===== config.mk =====
export PLATFORM = sky130hd
export DESIGN_NAME = wts_adsr_envelope_multi_flat
export DESIGN_NICKNAME = d
export VERILOG_FILES = /design/src/rtl/wts_adsr_envelope_multi_if.sv /design/src/rtl/wts_adsr_envelope_multi.sv /design/src/flat_wrapper.sv
export SDC_FILE = /design/constraint.sdc
export NUM_CORES = 1
export LEC_CHECK = 0
export ABC_AREA = 1
export ABC_CLOCK_PERIOD_IN_PS = 4320
export CAP_MARGIN = 30
export CORE_MARGIN = 3
export CORE_UTILIZATION = 48
export DETAILED_ROUTE_END_ITERATION = 6
export PLACE_DENSITY = 0.83
export SYNTH_ARGS = -nofsm -noshare
export SYNTH_HDL_FRONTEND = slang
export SYNTH_SLANG_ARGS = --single-unit

===== constraint.sdc =====
create_clock -name clk_i -period 4.32 [get_ports clk_i]
set_clock_uncertainty 0.1 [all_clocks]
set_input_delay 0.864 -clock clk_i [delete_from_list [all_inputs] [get_ports clk_i]]
set_output_delay 0.864 -clock clk_i [all_outputs]
set_load 0.1 [all_outputs]

===== src/rtl/wts_adsr_envelope_multi_if.sv =====
// Bundle between the channel register file and the multi-channel ADSR envelope block.
// Rates, sustain levels and key pulses are packed per channel, channel k at index k.
interface wts_adsr_envelope_multi_if #(
  parameter int CH     = 5,
  parameter int ENV_W  = 9,
  parameter int RATE_W = 16
);
  logic                          active_i;
  logic [CH-1:0]                 key_on_i;
  logic [CH-1:0]                 key_release_i;
  logic [CH-1:0]                 key_off_i;
  logic [CH-1:0][RATE_W-1:0]     reg_ar_i;
  logic [CH-1:0][RATE_W-1:0]     reg_dr_i;
  logic [CH-1:0][RATE_W-1:0]     reg_sr_i;
  logic [CH-1:0][RATE_W-1:0]     reg_rr_i;
  logic [CH-1:0][ENV_W-2:0]      reg_sl_i;
  logic [CH-1:0][ENV_W-1:0]      envelope_o;
  logic                          busy_o;
  logic                          overrun_o;

  modport master (
    output active_i, key_on_i, key_release_i, key_off_i,
    output reg_ar_i, reg_dr_i, reg_sr_i, reg_rr_i, reg_sl_i,
    input  envelope_o, busy_o, overrun_o
  );

  modport slave (
    input  active_i, key_on_i, key_release_i, key_off_i,
    input  reg_ar_i, reg_dr_i, reg_sr_i, reg_rr_i, reg_sl_i,
    output envelope_o, busy_o, overrun_o
  );
endinterface


===== src/rtl/wts_adsr_envelope_multi.sv =====
// Time-multiplexed ADSR envelope generator: one shared update datapath sweeps all
// channels, one channel per clk, each time an `active` pulse arrives.
module wts_adsr_envelope_multi #(
  parameter int CH     = 5,
  parameter int ENV_W  = 9,
  parameter int RATE_W = 16
) (
  input  logic                          clk_i,
  input  logic                          reset_i,
  wts_adsr_envelope_multi_if.slave      bus
);

  localparam int                IDX_W   = (CH > 1) ? $clog2(CH) : 1;
  localparam logic [ENV_W-1:0]  ENV_MAX = {1'b1, {(ENV_W-1){1'b0}}};
  localparam logic [IDX_W-1:0]  LAST    = IDX_W'(CH - 1);

  typedef enum logic [2:0] {
    S_IDLE,
    S_ATTACK,
    S_DECAY,
    S_SUSTAIN,
    S_RELEASE
  } env_state_e;

  // per-channel storage
  env_state_e                state_q [CH];
  env_state_e                state_d [CH];
  logic [CH-1:0][ENV_W-1:0]  env_q,  env_d;
  logic [CH-1:0][RATE_W-1:0] cnt_q,  cnt_d;
  logic [CH-1:0]             pon_q,  pon_d;
  logic [CH-1:0]             prel_q, prel_d;
  logic [CH-1:0]             poff_q, poff_d;

  // sweep control
  logic                      busy_q, busy_d;
  logic                      ovr_q,  ovr_d;
  logic [IDX_W-1:0]          idx_q,  idx_d;

  // shared slot datapath
  env_state_e                cur_st, nxt_st;
  logic [ENV_W-1:0]          cur_env, nxt_env, env_dn, sl;
  logic [RATE_W-1:0]         cur_cnt, nxt_cnt, rate, ar, dr, sr, rr;
  logic                      ev_on, ev_rel, ev_off, step;

  always_comb begin : slot_mux
    cur_st  = state_q[idx_q];
    cur_env = env_q[idx_q];
    cur_cnt = cnt_q[idx_q];
    ar      = bus.reg_ar_i[idx_q];
    dr      = bus.reg_dr_i[idx_q];
    sr      = bus.reg_sr_i[idx_q];
    rr      = bus.reg_rr_i[idx_q];
    sl      = {1'b0, bus.reg_sl_i[idx_q]};
    // a pulse landing on the slot edge is folded in here and its pend bit is dropped
    ev_off  = poff_q[idx_q] | bus.key_off_i[idx_q];
    ev_on   = pon_q[idx_q]  | bus.key_on_i[idx_q];
    ev_rel  = prel_q[idx_q] | bus.key_release_i[idx_q];
    env_dn  = (cur_env == '0) ? '0 : cur_env - ENV_W'(1);
    unique case (cur_st)
      S_ATTACK:  rate = ar;
      S_DECAY:   rate = dr;
      S_SUSTAIN: rate = sr;
      S_RELEASE: rate = rr;
      default:   rate = '0;
    endcase
  end

  always_comb begin : slot_update
    nxt_st  = cur_st;
    nxt_env = cur_env;
    nxt_cnt = cur_cnt;
    step    = 1'b0;
    if (ev_off) begin
      nxt_st  = S_IDLE;
      nxt_env = '0;
      nxt_cnt = '0;
    end else if (ev_on) begin
      nxt_cnt = '0;
      if (ar == '0) begin
        nxt_env = ENV_MAX;
        nxt_st  = S_DECAY;
      end else begin
        nxt_st  = S_ATTACK;
      end
    end else if (ev_rel && cur_st != S_IDLE && cur_st != S_RELEASE) begin
      nxt_st  = S_RELEASE;
      nxt_cnt = '0;
    end else if (cur_st == S_DECAY && (dr == '0 || cur_env <= sl)) begin
      nxt_env = (dr == '0) ? sl : cur_env;
      nxt_st  = S_SUSTAIN;
      nxt_cnt = '0;
    end else if (rate != '0) begin
      if (({1'b0, cur_cnt} + (RATE_W+1)'(1)) >= {1'b0, rate}) begin
        nxt_cnt = '0;
        step    = 1'b1;
      end else begin
        nxt_cnt = cur_cnt + RATE_W'(1);
      end
    end

    if (step) begin
      unique case (cur_st)
        S_ATTACK: begin
          if (cur_env >= ENV_MAX - ENV_W'(1)) begin
            nxt_env = ENV_MAX;
            nxt_st  = S_DECAY;
          end else begin
            nxt_env = cur_env + ENV_W'(1);
          end
        end
        S_DECAY: begin
          nxt_env = env_dn;
          if (env_dn <= sl) nxt_st = S_SUSTAIN;
        end
        S_SUSTAIN: nxt_env = env_dn;
        S_RELEASE: begin
          nxt_env = env_dn;
          if (env_dn == '0) nxt_st = S_IDLE;
        end
        default: ;
      endcase
    end
  end

  always_comb begin : next_state
    state_d = state_q;
    env_d   = env_q;
    cnt_d   = cnt_q;
    pon_d   = pon_q  | bus.key_on_i;
    prel_d  = prel_q | bus.key_release_i;
    poff_d  = poff_q | bus.key_off_i;
    busy_d  = busy_q;
    idx_d   = idx_q;
    ovr_d   = ovr_q;
    if (busy_q) begin
      state_d[idx_q] = nxt_st;
      env_d[idx_q]   = nxt_env;
      cnt_d[idx_q]   = nxt_cnt;
      pon_d[idx_q]   = 1'b0;
      prel_d[idx_q]  = 1'b0;
      poff_d[idx_q]  = 1'b0;
      if (idx_q == LAST) begin
        busy_d = 1'b0;
        idx_d  = '0;
      end else begin
        idx_d  = idx_q + IDX_W'(1);
      end
      if (bus.active_i) ovr_d = 1'b1;
    end else if (bus.active_i) begin
      busy_d = 1'b1;
      idx_d  = '0;
    end
  end

  always_ff @(posedge clk_i) begin
    if (reset_i) begin
      for (int k = 0; k < CH; k++) state_q[k] <= S_IDLE;
      env_q  <= '0;
      cnt_q  <= '0;
      pon_q  <= '0;
      prel_q <= '0;
      poff_q <= '0;
      busy_q <= 1'b0;
      ovr_q  <= 1'b0;
      idx_q  <= '0;
    end else begin
      state_q <= state_d;
      env_q   <= env_d;
      cnt_q   <= cnt_d;
      pon_q   <= pon_d;
      prel_q  <= prel_d;
      poff_q  <= poff_d;
      busy_q  <= busy_d;
      ovr_q   <= ovr_d;
      idx_q   <= idx_d;
    end
  end

  assign bus.envelope_o = env_q;
  assign bus.busy_o     = busy_q;
  assign bus.overrun_o  = ovr_q;

endmodule


===== src/flat_wrapper.sv =====
// flat-port wrapper written by rule: the top's interface ports become plain ports
module wts_adsr_envelope_multi_flat 
#(
  parameter int CH     = 5,
  parameter int ENV_W  = 9,
  parameter int RATE_W = 16
)
  (clk_i, reset_i, bus_active_i, bus_key_on_i, bus_key_release_i, bus_key_off_i, bus_reg_ar_i, bus_reg_dr_i, bus_reg_sr_i, bus_reg_rr_i, bus_reg_sl_i, bus_envelope_o, bus_busy_o, bus_overrun_o);
  wts_adsr_envelope_multi_if #(.CH(CH), .ENV_W(ENV_W), .RATE_W(RATE_W)) bus_i ();
  input  logic clk_i;
  input  logic reset_i;
  input wire logic [$bits(bus_i.active_i)-1:0] bus_active_i;
  input wire logic [$bits(bus_i.key_on_i)-1:0] bus_key_on_i;
  input wire logic [$bits(bus_i.key_release_i)-1:0] bus_key_release_i;
  input wire logic [$bits(bus_i.key_off_i)-1:0] bus_key_off_i;
  input wire logic [$bits(bus_i.reg_ar_i)-1:0] bus_reg_ar_i;
  input wire logic [$bits(bus_i.reg_dr_i)-1:0] bus_reg_dr_i;
  input wire logic [$bits(bus_i.reg_sr_i)-1:0] bus_reg_sr_i;
  input wire logic [$bits(bus_i.reg_rr_i)-1:0] bus_reg_rr_i;
  input wire logic [$bits(bus_i.reg_sl_i)-1:0] bus_reg_sl_i;
  output wire logic [$bits(bus_i.envelope_o)-1:0] bus_envelope_o;
  output wire logic [$bits(bus_i.busy_o)-1:0] bus_busy_o;
  output wire logic [$bits(bus_i.overrun_o)-1:0] bus_overrun_o;
  assign bus_i.active_i = bus_active_i;
  assign bus_i.key_on_i = bus_key_on_i;
  assign bus_i.key_release_i = bus_key_release_i;
  assign bus_i.key_off_i = bus_key_off_i;
  assign bus_i.reg_ar_i = bus_reg_ar_i;
  assign bus_i.reg_dr_i = bus_reg_dr_i;
  assign bus_i.reg_sr_i = bus_reg_sr_i;
  assign bus_i.reg_rr_i = bus_reg_rr_i;
  assign bus_i.reg_sl_i = bus_reg_sl_i;
  assign bus_envelope_o = bus_i.envelope_o;
  assign bus_busy_o = bus_i.busy_o;
  assign bus_overrun_o = bus_i.overrun_o;
  wts_adsr_envelope_multi #(.CH(CH), .ENV_W(ENV_W), .RATE_W(RATE_W)) u_core (.clk_i(clk_i), .reset_i(reset_i), .bus(bus_i));
endmodule

# After elaboration in Yosys (flattened, before gate mapping)
# Index checks and enable logic that the tools add are counted.
dict set report word_totals {
  out_inout_bits 47
  register_bits 160
}
dict set report op_classes {
  n_reduce_logical 15
  n_eq_ne 6
  magnitude_cmp 8
  muxes 82
  addsub 5
  bitwise 11
}
# operator n
set op_table {}
lappend op_table {{$bmux 16 s3} 5}
lappend op_table {{$mux 16} 12}
lappend op_table {{$mux 9} 11}
lappend op_table {{$bwmux 80} 1}
lappend op_table {{$pmux 16 s4} 1}
lappend op_table {{$demux 16 s3} 1}
lappend op_table {{$bwmux 45} 1}
lappend op_table {{$mux 3} 14}
lappend op_table {{$logic_not 16->1} 2}
lappend op_table {{$bmux 9 s3} 1}
lappend op_table {{$demux 9 s3} 1}
lappend op_table {{$bmux 8 s3} 1}
lappend op_table {{$bmux 1 s3} 6}
lappend op_table {{$le 9x8->1} 2}
lappend op_table {{$logic_not 9->1} 2}
lappend op_table {{$pmux 9 s2} 1}
lappend op_table {{$add 16x1->17 const B} 1}
lappend op_table {{$ge 17x16->1} 1}
lappend op_table {{$add 16x1->16 const B} 1}
lappend op_table {{$mux 1} 16}
lappend op_table {{$reduce_bool 16->1} 1}
lappend op_table {{$and 5x5->5} 3}
lappend op_table {{$bwmux 15} 1}
lappend op_table {{$mux 5} 3}
lappend op_table {{other kinds (28)} 38}

# Longest topological paths before layout
# Gate-level depths: netlist (run 1).
dict set report logic_depth {
  depth_word 15
  ltp_mapped 36
  depth_no_buf 32
}

# Worst setup path before layout (run 1)
# Ideal clock, no wire load.
dict set report synth_timing {
  kind {reg2reg}
  startpoint {register u_core.idx_q[0]}
  endpoint {register u_core.state_q[1] (netlist bit)}
  setup_ns 0.059
  n_path_buf 5
  required_ns 4.161
  path_stages_with_launch 32
  slack_ns 0.334
  arrival_time_ns 3.827
  path_cell_list {dfxtp_1 -> buf_6 -> inv_4 -> buf_6 -> nor2_2 -> buf_2 -> buf_2 -> nand2_1 -> nand4_2 -> ha_1 -> inv_1 -> nor2_1 -> nand2_2 -> nor3_1 -> nand3_1 -> xor2_1 -> inv_1 -> ha_1 -> nand2_1 -> o21ba_2 -> nand3_1 -> nand2_1 -> nand2_1 -> nand2_1 -> nand3_2 -> nand2_2 -> nor2_8 -> buf_6 -> nand3b_1 -> nand2_2 -> nand2_1 -> nand2_1}
}
dict set report synth_via {
  elab_chain_cells 15
  elab_cells_between_ends 78
  classes_between {2 x add/sub; 6 x order compare; 5 x eq/ne; 50 x mux; 4 x bitwise; 11 x reduce/logical}
}
# element line_no
set synth_lines {}
lappend synth_lines {{start, declared} wts_adsr_envelope_multi.sv:37} ;# logic [IDX_W-1:0] idx_q, idx_d;
lappend synth_lines {{start signal, assigned} wts_adsr_envelope_multi.sv:175} ;# idx_q <= idx_d;
lappend synth_lines {{parallel branches: the longest is 14 deep, another holds $add 16x1->17} n/a}
lappend synth_lines {{$bwmux 15 (*)} wts_adsr_envelope_multi.sv:136} ;# state_d[idx_q] = nxt_st;
lappend synth_lines {{end signal, assigned} wts_adsr_envelope_multi.sv:167} ;# state_q <= state_d;
lappend synth_lines {{end, declared} wts_adsr_envelope_multi.sv:26} ;# env_state_e state_q [CH];
# Mark *: on every way between the ends. The select of a mux whose other input is x is not followed.
# A chain may end at the register's enable or synchronous reset.

# Worst setup path after layout (run 1)
dict set report layout_timing {
  startpoint {register u_core.idx_q[0]}
  endpoint {register u_core.env_q (netlist bit u_core.bus.envelope_o[19])}
}
dict set report layout_via {
  elab_chain_cells 15
  elab_cells_between_ends 77
  classes_between {3 x add/sub; 5 x order compare; 5 x eq/ne; 49 x mux; 4 x bitwise; 11 x reduce/logical}
}
# element line_no
set layout_lines {}
lappend layout_lines {{parallel branches: the longest is 14 deep, another holds $add 16x1->17} n/a}
lappend layout_lines {{$bwmux 45 (*)} wts_adsr_envelope_multi.sv:137} ;# env_d[idx_q] = nxt_env;
lappend layout_lines {{end signal, assigned} wts_adsr_envelope_multi.sv:168} ;# env_q <= env_d;
lappend layout_lines {{end, declared} wts_adsr_envelope_multi.sv:28} ;# logic [CH-1:0][ENV_W-1:0] env_q, env_d;
# Marks and branches as above.

==> metrics.md, run 1 <==
| Metric | Value |
|---|---|
| Crit Path Class | reg -> reg |
| Setup ws final | approximately 0.19 ns |
| Hold_sp | u_core.cnt_q[64]$_SDFFE_PP0P_ |
| Logic pwr share | between 40% and 50% |
| Hold Crit Endpoint | u_core.cnt_q[64]$_SDFFE_PP0P_ |
| Max-slew violation count | 0 |
| Worst hold stages | 2 |
| Seq/Total Area, Yosys | approximately a quarter |
| Failing checks | DRC |
| Area grow syn2layout | 46.5% |
| Clk pwr share | between 20% and 30% |
| Top delay family on crit path | simple AND/OR/NAND/NOR gates |
| Crit Path Max Fanout | 22 |
| Nets | between 3000 and 4000 |
| Final Setup Violations | 0 |
| DR iter-0 viols | roughly 2000 |
| VDD IR max | 0.257 mV |
| Number of antenna violations at the first check in global routing | 4 |
| Primary FF master, synth | dfxtp_1 |
| Clk pin slew, worst setup/hold paths | 0.07 ns |
| Setup crit start kind | register |
| DRC violation count after routing | 1 |
| Synth Instances | 2258 |
| Via/cell ratio | 5.70 |
| Area of the core | 0.0263 mm² |
| Vias in the first global route | 16100 |
| Status | complete, but fails checks |
| P_leak | roughly 8.8 nW |
| Skew-Pair Late Insertion Delay | approximately 0.43 ns |
| Worst-Margin Slew | 1.03 ns |
| Clk buf depth | 2 |
| Yosys reg bits | 160 |
| Crit path required time | between 4 and 5 ns |
| CP bufs+invs | 7 |
| I/O Buffers | around 420 |
| Reg power frac | roughly 29% |
| Total gr overflow | 0 |
| Yosys top cell area share | 25.4% |
| Post-route ant nets | 0 |
| PD cells | 276 mW/mm² |
| Post-synth net total | ~2700 |
| Hold_buf cts | 0 |
| Mapped cell area | about 0.013 mm² |
| Ys async rst share | 0% |
| Reg2reg setup slack | about 0.19 ns |
| Cell Count Post-Placement | 3004 |
| MaxCap Viol Count | 0 |
| Hpwl dp | approximately 47000 µm |
| Fmax | roughly 240 MHz |
| Largest stage delay on the critical path | approximately 0.38 ns |
| Count leader, synth | nand2_1 |
| Initial Util | between 40 and 50% |
| Syn_area_per_cell | 5.74 µm² |
| Die area | a little under 0.03 mm² |
| Hold slack | 0.356 ns |
| Place WS | -0.00766 ns |
| Die Height | around 170 µm |
| Chip Width | between 150 and 200 µm |
| Internal power | between 3 and 4 mW |
| Highest-delay cell along the critical path | dfxtp_4 |
| Switch Pwr | approximately 2.0 mW |
| R2R Path Start | u_core.idx_q[0]$_SDFFE_PP0P_ |
| Share of post-route cells with drive strength above 1 | 9.77% |
| CTS tree | yes |
| Top cell type by total area after synthesis | nand2_1 |
| Switching share of total power | a little under two fifths |
| Crit share post-route | between 90 and 100% |
| Final Critical Period | roughly 4.1 ns |
| Distinct cells, synth | 50 |
| Relative slew slack | between 30% and 40% |
| H-Tree Level Count | 4 |
| Worst EP arrival | 4.35 ns |
| Core Util, Final | just over 70% |
| Total negative slack | 0 ns |
| Global-route wire length before repair | around 91000 µm |
| Placer Congestion | around 1.0 |
| Hold Path Class | reg -> reg |
| Routed wire length | approximately 64000 µm |
| Most frequent CP cell | nand2_1 |
| Largest net degree at the start of global routing | roughly 110 |
| Sink Count | 160 |
| IO Pins | between 400 and 500 |
| Final Non-Filler Cells | ~3100 |
| FP Rows | between 50 and 60 |
| All-Layer GR Usage | between 40% and 50% |
| Largest cells by area after synthesis | nand2_1 (25%), dfxtp_1 (25%), nand3_1 (9.8%) |
| Ys Warns | 0 |
| Detailed Routing Iterations Pass 1 | 7 |
| Number of synthesized flops with an enable pin | 0 |
| Hold Vio Cnt, Final | 0 |
| Root buf cell | clkbuf_16 |
| Vias | 17500 |
| CP Capture Type | register |
| R2R depth | 26 |
| # fillers | 2220 |
| R2r endpoint | u_core.bus.envelope_o[19]$_SDFFE_PP0P_ |
| Post-synth top cells | nand2_1 (877), nand3_1 (253), nor2_1 (213) |
| CTS Buf Count | 17 |
| WL/cell | ~21 µm |
## worst reg2reg max path, delay by kind of cell (launching register included)
kind / cells / cell delay [ns]
AOI/OAI and AO/OA: 2 / 0.24
adders and majority gates: 1 / 0.27
buffers and inverters: 7 / 1.14
DFF: 1 / 0.38
and+or+nand+nor: 16 / 1.89
## stage by stage
step           instance area (µm²)  power (mW)
5_1_grt                      19000        5.45
4_1_cts                      18400        5.03
2_1_floorplan                13000        2.66
3_5_place_dp                 17800        3.57
6_report                     19000        5.25
3_3_place_gp                 17800        3.55
## state kept, by name (all words and copies together), names as in the netlist
register / flops
u_core.bus.envelope_o: 45
u_core.prel_q: 5
u_core.pon_q: 5
u_core.bus.overrun_o: 1
u_core.idx_q: 3
u_core.state_q: 15
u_core.poff_q: 5
u_core.cnt_q: 80
u_core.bus.busy_o: 1
## worst max path at each step
stage / from / to / slack [ns] / cells after the start
after floorplan: u_core.idx_q[0]$_SDFFE_PP0P_ / u_core.state_q[1]$_SDFFE_PP0P_ / 0.33 / 31
after global placement: u_core.idx_q[2]$_SDFFE_PP0P_ / u_core.state_q[12]$_SDFFE_PP0P_ / 0.02 / 24
after CTS: u_core.idx_q[2]$_SDFFE_PP0P_ / u_core.bus.envelope_o[19]$_SDFFE_PP0P_ / 0.002 / 33
final: u_core.idx_q[0]$_SDFFE_PP0P_ / u_core.bus.envelope_o[19]$_SDFFE_PP0P_ / 0.19 / 26
after detailed placement: u_core.idx_q[1]$_SDFFE_PP0P_ / u_core.cnt_q[35]$_SDFFE_PP0P_ / -0.008 / 29
after global routing: u_core.idx_q[0]$_SDFFE_PP0P_ / u_core.bus.envelope_o[10]$_SDFFE_PP0P_ / -0.03 / 30
## cell families after synthesis
| logic type | count (synthesis) | synth area share, % |
|---|---|---|
| xor gates and xnor gates | 13 | 0.879 |
| AOI/OAI and AO/OA | 247 | 10.8 |
| buffers and inverters | 330 | 11.5 |
| adders and majority gates | 38 | 3.67 |
| DFF | 160 | 24.7 |
| and+or+nand+nor | 1470 | 48.5 |
## routing by layer
metal  vias to the layer above  part of all wire [%]  GRT usage, %
met5                         -                     0             0
met4                         0                   6.0          20.5
met3                       252                    13          8.99
met2                      1216                    44          65.8
met1                      7890                    37          50.9
li1                       8146                     -             -
## cells in the final DEF (no fill, tap or decap), types with 4 or more instances in the layout
cell type        instances
o211ai_1                14
nand3_1                251
nand4_1                 36
clkdlybuf4s50_1        424
nor3_1                  11
nor2_2                  13
o21ai_0                 80
diode_2                  4
o21ai_1                 57
a221o_1                  4
buf_4                  111
a21oi_1                 54
inv_2                    9
inv_1                  198
o21ai_2                  6
ha_1                    38
nand2_1                873
buf_12                   8
dfxtp_1                157
nor2_1                 207
or2_2                   10
o22ai_1                 11
nand3_2                 11
nor2_4                   9
xor2_1                   9
clkbuf_16               21
nand3b_1                17
buf_6                    9
inv_6                    5
nand2_2                 14
## layout make-up
type | instances | area [µm²] | share of cell area [%]
clock buffer | 19 | 443 | 2.33
sequential | 160 | 3210 | 16.9
tap | 335 | 419 | 2.21
multi-input combinational | 1768 | 8400 | 44.2
clock inverter | 12 | 123 | 0.646
inverter | 213 | 832 | 4.38
timing repair buffer | 562 | 5550 | 29.2
antenna | 4 | 10.0 | 0.0527
## power groups by stage
stage	clock, mW	sequential [mW]	combinational [mW]
final	1.48	1.51	2.25
after global routing	1.54	1.51	2.40
after CTS	1.47	1.51	2.04
after detailed placement	0	1.54	2.03
after global placement	0	1.54	2.01
after floorplan	0	1.57	1.09
## what timing repair did
action                                  in CTS  in global routing
buffers inserted                             0                 30
endpoints found under the setup margin      22                140
pin swaps                                    0                 15
gates resized for setup                      4                 53
cloned                                       0                  4
Note: power is estimated with default switching activity, not from simulation.
==> run 2, diff against run 1 <==
--- a/config.mk
+++ b/config.mk
@@ -11,6 +11,7 @@
 export CORE_MARGIN = 3
 export CORE_UTILIZATION = 48
 export DETAILED_ROUTE_END_ITERATION = 6
+export MAX_ROUTING_LAYER = met4
 export PLACE_DENSITY = 0.83
 export SYNTH_ARGS = -nofsm -noshare
 export SYNTH_HDL_FRONTEND = slang
==> run 2 against run 1 <==
Compared with the run above: register-to-register slack got worse by 0.09 ns; utilization fell by 0.52 points; sequential power hardly changed; worst hold slack about the same; wire length fell by 0.32%; the flow now finishes without violations; die area unchanged; critical path depth shrank 1.
==> metrics.md, run 2 (same netlist as run 1, synthesis figures left out) <==
| Metric | Value |
|---|---|
| Status | completed (was complete, but fails checks) |
| Clk pin slew, worst setup/hold paths | 0.07 ns (about the same) |
| Multi-input logic area | 0.00836 mm² (was 0.00840 mm²) |
| Hold Vio Cnt, Final | 0 (unchanged) |
| WL/cell | 20.7 µm (was 20.8 µm) |
| Skew-Pair Late Insertion Delay | 0.45 ns (was 0.43 ns) |
| Leading cell types in the layout, fill and taps excluded | nand2_1 (877), clkdlybuf4s50_1 (424), nand3_1 (251) (was nand2_1 (873), clkdlybuf4s50_1 (424), nand3_1 (251)) |
| Final Setup Violations | 0 (unchanged) |
| Top reg by flops | u_core.cnt_q (unchanged) |
| Routed wire length | 63700 µm (was 63900 µm) |
| Total negative slack | 0 ns (unchanged) |
| Setup crit start kind | register (unchanged) |
| I/O Buffers | 424 (unchanged) |
| Sink Count | 160 (unchanged) |
| PD cells | 278 mW/mm² (was 276 mW/mm²) |
| CP Capture Type | register (unchanged) |
| VDD IR max | 0.248 mV (was 0.257 mV) |
| Reg2reg setup slack | 0.1 ns (was 0.19 ns) |
| Clk buf depth | 2 (unchanged) |
| Most common cell after layout, fill and taps aside | nand2_1 (unchanged) |
| Crit. Startpoint | u_core.idx_q[0]$_SDFFE_PP0P_ (unchanged) |
| Root buf cell | clkbuf_16 (unchanged) |
| Hold Path Class | reg -> reg (unchanged) |
| Post-route cell area | 0.0189 mm² (was 0.0190 mm²) |
| DRC violation count after routing | 0 (was 1) |
| FF+latch area | 0.00321 mm² (about the same) |
| Largest net degree at the start of global routing | 70 (was 109) |
| Crit Path Max Fanout | 11 (was 22) |
| All-Layer GR Usage | 41.8% (was 40.6%) |
| # fillers | 2295 (was 2220) |
| Worst EP arrival | 4.48 ns (was 4.35 ns) |
| Hpwl dp | 46900 µm (about the same) |
| Worst-Margin Slew | 1.09 ns (was 1.03 ns) |
| Share of post-route cells with drive strength above 1 | 9.23% (was 9.77%) |
| Setup ws final | 0.0980 ns (was 0.188 ns) |
| Detailed Routing Iterations Pass 1 | 6 (was 7) |
| CP bufs+invs | 4 (was 7) |
| Global-route wire length before repair | 90800 µm (was 91300 µm) |
| Crit path required time | 4.58 ns (was 4.54 ns) |
| Largest stage delay on the critical path | 0.47 ns (was 0.38 ns) |
| Hold_sp | u_core.cnt_q[76]$_SDFFE_PP0P_ (was u_core.cnt_q[64]$_SDFFE_PP0P_) |
| CTS tree | yes (unchanged) |
| Highest-delay cell along the critical path | dfxtp_4 (unchanged) |
| Place WS | 0.00310 ns (was -0.00766 ns) |
| Worst hold stages | 2 (unchanged) |
| Max-slew violation count | 0 (unchanged) |
| Vias | 17600 (was 17500) |
| H-Tree Level Count | 4 (unchanged) |
| Fmax | 237 MHz (was 242 MHz) |
| Most frequent CP cell | nand2_1 (unchanged) |
| Total gr overflow | 0 (unchanged) |
| Crit share post-route | 97.7% (was 95.7%) |
| Hold_buf cts | 0 (unchanged) |
| Top delay family on crit path | simple AND/OR/NAND/NOR gates (unchanged) |
| R2r endpoint | u_core.cnt_q[27]$_SDFFE_PP0P_ (was u_core.bus.envelope_o[19]$_SDFFE_PP0P_) |
| Die area | 0.0290 mm² (unchanged) |
| Area grow syn2layout | 45.5% (was 46.5%) |
| Area of the core | 0.0263 mm² (unchanged) |
| Largest register FFs | 80 (unchanged) |
| IO Pins | 425 (unchanged) |
| Crit Path Class | reg -> reg (unchanged) |
| Number of antenna violations at the first check in global routing | 5 (was 4) |
| Die Height | 170 µm (unchanged) |
| R2R depth | 25 (was 26) |
| Initial Util | 49.3% (unchanged) |
| Nets | 3132 (was 3138) |
| Final Critical Period | 4.22 ns (was 4.13 ns) |
| Chip Width | 170 µm (unchanged) |
| Placer Congestion | 1.04 (was 1.01) |
| Post-route ant nets | 0 (unchanged) |
| Unrepaired setup endpoints after global routing | true |
| P_leak | 8.76 nW (was 8.83 nW) |
| MaxCap Viol Count | 0 (unchanged) |
| Placed Instance Area | 0.0178 mm² (about the same) |
| Tot Pwr | 5.24 mW (was 5.25 mW) |
| R2R Path Start | u_core.idx_q[0]$_SDFFE_PP0P_ (unchanged) |
| Hold Crit Endpoint | u_core.cnt_q[76]$_SDFFE_PP0P_ (was u_core.cnt_q[64]$_SDFFE_PP0P_) |
| Vias in the first global route | 16100 (about the same) |
| Via/cell ratio | 5.75 (was 5.70) |
| Relative slew slack | 27.4% (was 31.1%) |
| Core Util, Final | 71.7% (was 72.3%) |
| WP depth | 25 (was 26) |
| FP Rows | 59 (unchanged) |
| DR iter-0 viols | 1969 (was 2015) |
| CTS Buf Count | 17 (unchanged) |
[run 2: worst max path at each step]
| stage | endpoint | slack, ns |
|---|---|---|
| 3_5_place_dp | u_core.state_q[11]$_SDFFE_PP0P_ | 0.003 |
| 3_3_place_gp | u_core.state_q[5]$_SDFFE_PP0P_ | 0.03 |
| 6_report | u_core.cnt_q[27]$_SDFFE_PP0P_ | 0.1 |
| 2_1_floorplan | u_core.state_q[1]$_SDFFE_PP0P_ | 0.33 |
| 5_1_grt | u_core.cnt_q[1]$_SDFFE_PP0P_ | -0.12 |
| 4_1_cts | u_core.state_q[5]$_SDFFE_PP0P_ | 0.001 |
[run 2: per-stage QoR]
stage,hold WS (ns),cells
5_1_grt,0.379,3069
4_1_cts,0.355,3043
2_1_floorplan,0.322,2258
3_5_place_dp,0.339,3011
3_3_place_gp,0.333,3011
6_report,0.356,3069
[run 2: timing repair]
item,CTS,global route
hold endpoints to repair,0,0
gates resized for setup,0,45
buffers inserted,0,16
setup endpoints to repair,0,140
[run 2: area by class of cell]
cell class              count  share of cell area [%]
inverters                 213                    4.35
clock buffers              17                    2.26
multi-input cells        1769                    44.3
well taps                 335                    2.22
diodes                      5                  0.0664
clock inverters            15                   0.869
repair buffers            555                    28.9
flip-flops and latches    160                    17.0
[run 2: routing by layer]
metal	routed length, µm	global-route usage, %	vias to the layer above	part of all wire, %
met2	28000	65.5	1264	44
met1	24000	50.6	7950	38
met4	3870	20.5	0	6.1
met3	7800	9.78	271	12
met5	0	-	-	0
li1	-	-	8159	-
[run 2: tightest hold or removal path, stage by stage, from the launching register on]
cell and delay, ns:
dfxtp_1 0.31, nand2_1 0.06, nand2_1 0.05
[run 2: power by group]
| part | internal (mW) | leakage [nW] | switching [mW] |
|---|---|---|---|
| clock | 0.777 | 0.286 | 0.758 |
| sequential | 1.49 | 1.30 | 0.0169 |
| combinational | 0.908 | 7.18 | 1.29 |
| total | 3.18 | 8.76 | 2.06 |
